--- src/rtl/jtag_host.sv ---
// JTAG initiator: walks the TAP, shifts IR/DR scans LSB-first, captures TDO.
// Optional: JTAG_HOST_RUNTEST_EN enables op 11 (run-test TCK bursts).
module jtag_host #(
  parameter int CLK_DIV = 4,
  parameter int MAX_LEN = 32
) (
  input  logic               clk,
  input  logic               rst,
  input  logic               cmd_valid,
  output logic               cmd_ready,
  input  logic [1:0]         cmd_op,
  input  logic [5:0]         cmd_len,
  input  logic [MAX_LEN-1:0] cmd_data,
  output logic               rsp_valid,
  output logic [MAX_LEN-1:0] rsp_data,
  output logic               busy,
  output logic               jtagTCK,
  output logic               jtagTMS,
  output logic               jtagTDI,
  input  logic               jtagTDO
);

  typedef enum logic [2:0] {
    IDLE, RESET, PRE, SHIFT, POST, DONE
  } state_t;

  localparam logic [7:0] DIVM = 8'(CLK_DIV - 1);
  localparam logic [5:0] MAXL = 6'(MAX_LEN);

  state_t state, stateNext, startState;
  logic [7:0] div;
  logic phase;
  logic [5:0] cnt, cntNext;
  logic [1:0] opR;
  logic [5:0] lenR;
  logic [MAX_LEN-1:0] dataR, capR;
  logic skip, tmsR, tdiR;
  logic accept, ticking, bitEnd, lenBad, loadBit;
  logic [1:0] opS;
  logic [5:0] lenS;
  logic [MAX_LEN-1:0] dataS;

  function automatic logic tmsOf(state_t s, logic [5:0] c,
                                 logic [1:0] op, logic [5:0] len);
    logic t;
    t = 1'b0;
    case (s)
      RESET:   t = c < 6'd5;
      PRE:     t = (op == 2'b01) ? (c < 6'd2) : (c == 6'd0);
      SHIFT:   t = (op != 2'b11) && (c == len - 6'd1);
      POST:    t = c == 6'd0;
      default: t = 1'b0;
    endcase
    return t;
  endfunction

  function automatic logic tdiOf(state_t s, logic [5:0] c,
                                 logic [1:0] op, logic [MAX_LEN-1:0] d);
    logic [MAX_LEN-1:0] sh;
    sh = d >> c;
    return (s == SHIFT) && (op != 2'b11) && sh[0];
  endfunction

  assign cmd_ready = (state == IDLE) || (state == DONE);
  assign busy      = !cmd_ready;
  assign rsp_valid = state == DONE;
  assign jtagTCK   = phase;
  assign jtagTMS   = tmsR;
  assign jtagTDI   = tdiR;
  assign accept    = cmd_valid && cmd_ready;

  assign ticking = !skip && (state == RESET || state == PRE ||
                             state == SHIFT || state == POST);
  assign bitEnd  = ticking && phase && (div == DIVM);

  always_comb begin
    lenBad = (cmd_len == 6'd0) || (cmd_len > MAXL);
    startState = PRE;
    case (cmd_op)
      2'b00: begin
        lenBad = 1'b0;
        startState = RESET;
      end
`ifdef JTAG_HOST_RUNTEST_EN
      2'b11: begin
        lenBad = cmd_len == 6'd0;
        startState = lenBad ? PRE : SHIFT;
      end
`else
      2'b11: lenBad = 1'b1;
`endif
      default: startState = PRE;
    endcase
  end

  always_comb begin
    stateNext = state;
    cntNext = cnt;
    unique case (state)
      IDLE, DONE: begin
        if (accept) begin
          stateNext = startState;
          cntNext = '0;
        end else if (state == DONE) begin
          stateNext = IDLE;
        end
      end
      RESET: if (bitEnd) begin
        if (cnt == 6'd5) stateNext = DONE;
        else cntNext = cnt + 6'd1;
      end
      PRE: begin
        if (skip) begin
          stateNext = DONE;
        end else if (bitEnd) begin
          if (cnt == ((opR == 2'b01) ? 6'd3 : 6'd2)) begin
            stateNext = SHIFT;
            cntNext = '0;
          end else begin
            cntNext = cnt + 6'd1;
          end
        end
      end
      SHIFT: if (bitEnd) begin
        if (cnt == lenR - 6'd1) begin
          stateNext = (opR == 2'b11) ? DONE : POST;
          cntNext = '0;
        end else begin
          cntNext = cnt + 6'd1;
        end
      end
      POST: if (bitEnd) begin
        if (cnt == 6'd1) stateNext = DONE;
        else cntNext = cnt + 6'd1;
      end
      default: stateNext = IDLE;
    endcase
  end

  // New bit values come from the command inputs on the accept cycle.
  assign opS     = accept ? cmd_op : opR;
  assign lenS    = accept ? cmd_len : lenR;
  assign dataS   = accept ? cmd_data : dataR;
  assign loadBit = (accept && !lenBad) ||
                   (bitEnd && stateNext != DONE);

  always_ff @(posedge clk) begin
    if (rst) begin
      state    <= IDLE;
      cnt      <= '0;
      div      <= '0;
      phase    <= 1'b0;
      tmsR     <= 1'b1;
      tdiR     <= 1'b0;
      opR      <= '0;
      lenR     <= '0;
      dataR    <= '0;
      capR     <= '0;
      skip     <= 1'b0;
      rsp_data <= '0;
    end else begin
      state <= stateNext;
      cnt   <= cntNext;
      if (accept) begin
        opR   <= cmd_op;
        lenR  <= cmd_len;
        dataR <= cmd_data;
        skip  <= lenBad;
        capR  <= '0;
      end
      if (ticking) begin
        if (div == DIVM) begin
          div   <= '0;
          phase <= ~phase;
        end else begin
          div <= div + 8'd1;
        end
      end else begin
        div   <= '0;
        phase <= 1'b0;
      end
      if (loadBit) begin
        tmsR <= tmsOf(stateNext, cntNext, opS, lenS);
        tdiR <= tdiOf(stateNext, cntNext, opS, dataS);
      end
      if (bitEnd && state == SHIFT && opR != 2'b11)
        capR <= capR | (MAX_LEN'(jtagTDO) << cnt);
      if (stateNext == DONE)
        rsp_data <= capR;
    end
  end

endmodule

--- config.mk ---
export PLATFORM = sky130hd
export DESIGN_NAME = jtag_host
export DESIGN_NICKNAME = d
export VERILOG_FILES = /design/src/rtl/jtag_host.sv
export SDC_FILE = /design/constraint.sdc
export NUM_CORES = 1
export LEC_CHECK = 0
export BUFFER_PORTS_ARGS = -buffer_cell sky130_fd_sc_hd__buf_2
export CORE_MARGIN = 2
export CORE_UTILIZATION = 58
export DETAILED_ROUTE_END_ITERATION = 8
export PLACE_DENSITY = 0.8
export RECOVER_POWER = 100
export SYNTH_ARGS = -nofsm -noshare
export SYNTH_HDL_FRONTEND = slang
export SYNTH_SLANG_ARGS = --single-unit
--- constraint.sdc ---
create_clock -name clk -period 3.7 [get_ports clk]
set_input_delay 0.37 -clock clk [delete_from_list [all_inputs] [get_ports clk]]
set_output_delay 0.37 -clock clk [all_outputs]
set_load 0.05 [all_outputs]
## After elaboration in Yosys (flattened, before gate mapping)

Index checks and enable logic that the tools add are counted.

- Bits in registers: 125
- Bits of input ports: 44
- Output and inout bits: 38

- $add $sub $neg: 4
- Magnitude comparators: 3
- Eq/ne operators: 23
- Shifts and indexed selects: 2
- Muxes and demuxes: 34
- Bitwise operators: 3
- Reductions and logical operators: 28

Operator list:

| cell | count |
|---|---|
| 32-bit 2-to-1 mux | 3 |
| 6-bit 2-to-1 mux | 11 |
| 3-bit 2-to-1 mux | 11 |
| 32-bit OR | 1 |
| 1-bit by 6-bit << shifter with 32-bit output | 1 |
| 32-bit by 6-bit right shift with 1-bit output | 1 |
| 6-bit one-hot mux with 5 select lines | 1 |
| 3-bit one-hot mux with 5 select lines | 1 |
| 3-bit by 2-bit equality test with 1-bit output, second input constant | 4 |
| 3-bit equality test, second input constant | 4 |
| 6-bit equality test | 2 |
| 6-bit logical NOT | 2 |
| 6-bit by 1-bit subtractor with 6-bit output, second input constant | 2 |
| 1-bit logical AND | 11 |
| 8-bit by 1-bit adder with 8-bit output, second input constant | 1 |
| 8-bit by 2-bit equality test with 1-bit output, second input constant | 1 |
| 6-bit by 1-bit adder with 6-bit output, second input constant | 1 |
| 3-bit by 1-bit equality test with 1-bit output, second input constant | 2 |
| 6-bit by 1-bit equality test with 1-bit output, second input constant | 1 |
| 6-bit by 2-bit equality test with 1-bit output | 1 |
| 6-bit by 3-bit equality test with 1-bit output, second input constant | 1 |
| 6-bit greater-than comparator, second input constant | 1 |
| 1-bit logical OR | 6 |
| 6-bit by 2-bit < comparator with 1-bit output, second input constant | 1 |
| 16 further kinds | 26 |

## Longest topological paths before layout

- Depth in word-level cells: 13
- Depth in mapped cells: 15
- Depth with buffers taken out: 13

## Worst setup path after synthesis

No wires, ideal clock.

- Path type: register -> register
- Start point: register lenR[2]
- End point: register tdiR, in the netlist jtagTDI
- Setup time: 0.116 ns
- Arrival time: 3.017 ns
- Slack: 0.567 ns
- Cell stages (with the launch flop): 14
- Cell sequence: dfxtp_1 > buf_6 > or3_4 > or3_4 > a2111oi_4 > a21oi_2 > o21ai_2 > and2_1 > buf_6 > mux2_2 > nor2_1 > a31oi_1 > o311a_1 > a31o_1

- Longest elaborated chain between the ends: 8
- Elaborated cells between the ends (all ways): 15
- Classes of those cells: add/sub: 1; eq/ne: 3; shift: 1; mux: 6; reduce/logical: 4

RTL lines:

| what | line | text |
|---|---|---|
| from (decl) | 35 | `logic [5:0] lenR;` |
| from (signal assigned) | 166 | `lenR <= cmd_len;` |
| 6-bit by 1-bit subtractor with 6-bit output (*) | 125 | `if (cnt == lenR - 6'd1) begin` |
| 6-bit equality test (*) | 125 |  |
| branches (longest 6 deep; another with 32-bit by 6-bit right shift with 1-bit output) | n/a |  |
| to (signal assigned) | 184 | `tdiR <= tdiOf(stateNext, cntNext, opS, dataS);` |
| to (decl) | 37 | `logic skip, tmsR, tdiR;` |

Mark *: on every way between the ends.
A chain may end at the register's enable or synchronous reset.

## Worst setup path in the final report

- Start point: register lenR[2]
- End point: register tmsR, in the netlist jtagTMS

- Longest elaborated chain between the ends: 8
- Elaborated cells between the ends (all ways): 24
- Classes of those cells: add/sub: 2; order compare: 2; eq/ne: 7; mux: 9; reduce/logical: 4

RTL lines:

| what | line | text |
|---|---|---|
| 6-bit by 1-bit subtractor with 6-bit output | 125 |  |
| 6-bit equality test | 125 |  |
| 6-bit 2-to-1 mux or 3-bit 2-to-1 mux (tied branches) | 125 |  |
| 6-bit 2-to-1 mux or 3-bit 2-to-1 mux (tied branches) | 124 | `SHIFT: if (bitEnd) begin` |
| 6-bit one-hot mux with 5 select lines or 3-bit one-hot mux with 5 select lines (tied branches) | 99 | `unique case (state)` |
| 6-bit by 2-bit < comparator with 1-bit output (tied with other cells) | 49 | `PRE: t = (op == 2'b01) ? (c < 6'd2) : (c == 6'd0);` |
| 1-bit 2-to-1 mux (tied with other cells) | 49 |  |
| 1-bit one-hot mux with 4 select lines or 1-bit logical OR (tied branches) | 47, 144 |  |
| to (signal assigned) | 183 | `tmsR <= tmsOf(stateNext, cntNext, opS, lenS);` |
| to (decl) | 37 |  |

Parallel ways exist; a longest one is shown, timed or not.

==> metrics.cfg <==
[run_status]
run_status = completed

[clocking]
clk_latency_ps = 510
cts_tree = yes
cts.hold.buffers_added = 0
cts_root_buf = clkbuf_8
htree_num_levels = 4
cts_resized = 0
post_cts.repair.setup_buffers = 0
clock-sinks = 125
cts_buffer_depth = 2
clk_pin_slew_worst_paths_ps = 60
cts_buffers = 17

[placement]
place.port_buffers = 81
dp_slack_ps = 193.2
hpwl_mm = 10.24
gp_routability_congestion = 0.9299
placedCellCount = 906

[setup_path]
crit_required_ps = 4140
crit_path_top_delay_cell = a2111oi_4
critPathBufInv = 0
crit_start = lenR[2]$_SDFF_PP0_
end_kind = register
worst_setup_path_start_kind = register
reg2reg_depth = 10
crit_cells = 10
worstReg2RegStart = lenR[2]$_SDFF_PP0_
path_cells = or3_1 -> or3_1 -> a2111oi_4 -> a31oi_1 -> nor3_2 -> o21ai_0 -> a221o_1 -> a211oi_1 -> nor4_1 -> a21oi_1
crit_arrival_ps = 3930
r2r-end = jtagTMS$_SDFFE_PP1P_
crit_type = register to register
slowest_delay_ps = 500
endpoint = jtagTMS$_SDFFE_PP1P_
crit_top_cell = or3_1
path_delay_family = compound AO/OA/AOI/OAI gates
cp_max_fo = 9
reg2reg_slack_ps = 210

[timing]
tightest_slew_ps = 714.6
worst_slack_ps = 209.6
tns_ps = 0
finalHoldViolCount = 0
fin_hold_ws_ps = 92.06
skew_ps = 8.594
period_share = 0.9433
rsz0062_at_grt = no
timing.slew.headroom = 0.5195
fin_crit_ps = 3490
max_freq_mhz = 286.5
slew_viol_final = 0
finalSetupViolCount = 0

[logic_synthesis]
synthArstFlopShare = 0
yosysSeqAreaShare = 0.4184
yosys_warnings = 0
synth_cell_types = 66
synth_cells = 718
syn_area_per_cell_sq_um = 8.330
synth_nets = 769
synth_edf_count = 0
ys_ff_latch = 125
syn_area_sq_um = 5981
synth_flop_cell = dfxtp_1

[layout]
antenna_cells = 0
final_cell_mix = dfxtp_1 (125), nor2_1 (117), nand2_1 (88)
multi_input_area_sq_um = 3184
area_growth_syn_to_layout_pct = 17.99
layout_commonest_cell = dfxtp_1
drive_gt1_frac = 0.1322
nets = 840
fill_cells = 852
fin_util = 0.6929
seq_area_sq_um = 2502
final_cells = 938

[global_route]
grt_pass1_vias = 5082
grt-ovfl-total = 0
grt_pass1_wl_mm = 24.14
grt_usage = 0.2674
grt_max_degree = 65
antenna_found_initial = 0

[flow_run]
max-cap-violations = 0

[floorplan]
fp.dieH_microns = 105.5
rows = 37
io_pins = 82
core_sq_um = 10180
die_x_microns = 105.5
initial_core_util = 0.5872
fp.dieArea_sq_um = 11140

[worst_hold_path]
hold_path_class = primary input to register
hold_start = cmd_data[19]

[drt]
ant_nets = 0
drt_iter0_drc = 436
via_count = 5428
wirelength_mm = 14.50
first_pass_iters = 5
drc_errors = 0
wire_per_inst_microns = 15.46
via_per_inst = 5.787

[power]
p_leak_nw = 2.639
powerDensity_nw_per_um2 = 534.5
ir_drop_uv = 243.7

## area by class of cell
type | count | share of cell area
clock buffers | 17 | 0.05869
clock inverters | 15 | 0.03369
inverters | 12 | 0.006383
multi-input cells | 530 | 0.4512
flip-flops and latches | 125 | 0.3546
well taps | 136 | 0.02411
repair buffers | 103 | 0.07128
## stage by stage
stage | cell area (sq um) | power [mW]
global route | 7057 | 3.917
global placement | 6509 | 1.975
CTS | 7161 | 3.798
finish | 7057 | 3.772
detailed placement | 6509 | 1.994
floorplan | 5981 | 1.856
## cell families after synthesis
kind of cell,after synthesis,synth area share
xor+xnor,27,0.03954
compound gates,149,0.1730
buf+inv,63,0.04874
fa+ha+maj,7,0.01464
mux,49,0.08222
flops,125,0.4184
simple gates,298,0.2234
## worst min-delay path by stage
stage,to,slack (ps),cells past startpoint
3_5_place_dp,dataR[12]$_SDFF_PP0_,450,2
4_1_cts,dataR[26]$_SDFF_PP0_,80,3
6_report,dataR[19]$_SDFF_PP0_,90,3
2_1_floorplan,dataR[18]$_SDFF_PP0_,430,2
5_1_grt,dataR[15]$_SDFF_PP0_,90,3
3_3_place_gp,dataR[14]$_SDFF_PP0_,440,2
## routing by layer
metal / global-route usage / up-vias / wire length (microns)
li1: - / 2648 / -
met1: 0.3203 / 2533 / 6048
met2: 0.4673 / 213 / 7332
met3: 0.04453 / 34 / 744
met4: 0.1241 / 0 / 377
met5: 0 / - / 0
## state kept, by name, indices dropped and copies added, names as in the netlist
| signal | count |
|---|---|
| rsp_data | 32 |
| jtagTDI | 1 |
| dataR | 32 |
| opR | 2 |
| jtagTCK | 1 |
| jtagTMS | 1 |
| lenR | 6 |
| capR | 32 |
| state | 3 |
| skip | 1 |
| div | 8 |
| cnt | 6 |
## worst min-delay path: stages
cell	delay (ps)
buf_2	90
nand2_1	50
a21oi_1	50
## power by group
group          switching, mW  internal, mW  total, mW
Combinational          0.334         0.185      0.519
Sequential            0.0443          1.40       1.44
Clock                  0.634          1.18       1.81
## synth_stat cells, drive strengths merged (2+ instances only)
master / n / area share
and3b: 2 / 0.0029
nor3: 27 / 0.024
a22oi: 36 / 0.048
or3: 3 / 0.0048
o21a: 2 / 0.0025
buf: 16 / 0.019
clkbuf: 35 / 0.022
a31o: 2 / 0.0029
o211ai: 6 / 0.0075
nand3: 15 / 0.013
nor2b: 7 / 0.0073
or4: 2 / 0.0025
xnor2: 16 / 0.023
a21oi: 50 / 0.043
nor2: 118 / 0.074
a211o: 3 / 0.0044
nor4: 4 / 0.0042
a21o: 2 / 0.0025
ha: 7 / 0.015
or2: 4 / 0.0042
and3: 5 / 0.0052
a211oi: 3 / 0.0038
xor2: 11 / 0.016
a31oi: 5 / 0.0052
nand2: 90 / 0.057
nand3b: 2 / 0.0025
mux2i: 48 / 0.080
o22a: 2 / 0.0029
o21ai: 15 / 0.014
o21bai: 3 / 0.0038
o221ai: 4 / 0.0059
o31ai: 4 / 0.0050
dfxtp: 125 / 0.42
and2: 2 / 0.0021
inv: 12 / 0.0075
nand2b: 9 / 0.0094
nor4b: 2 / 0.0029
nand4: 4 / 0.0042
(Power assumes the default switching activity.)
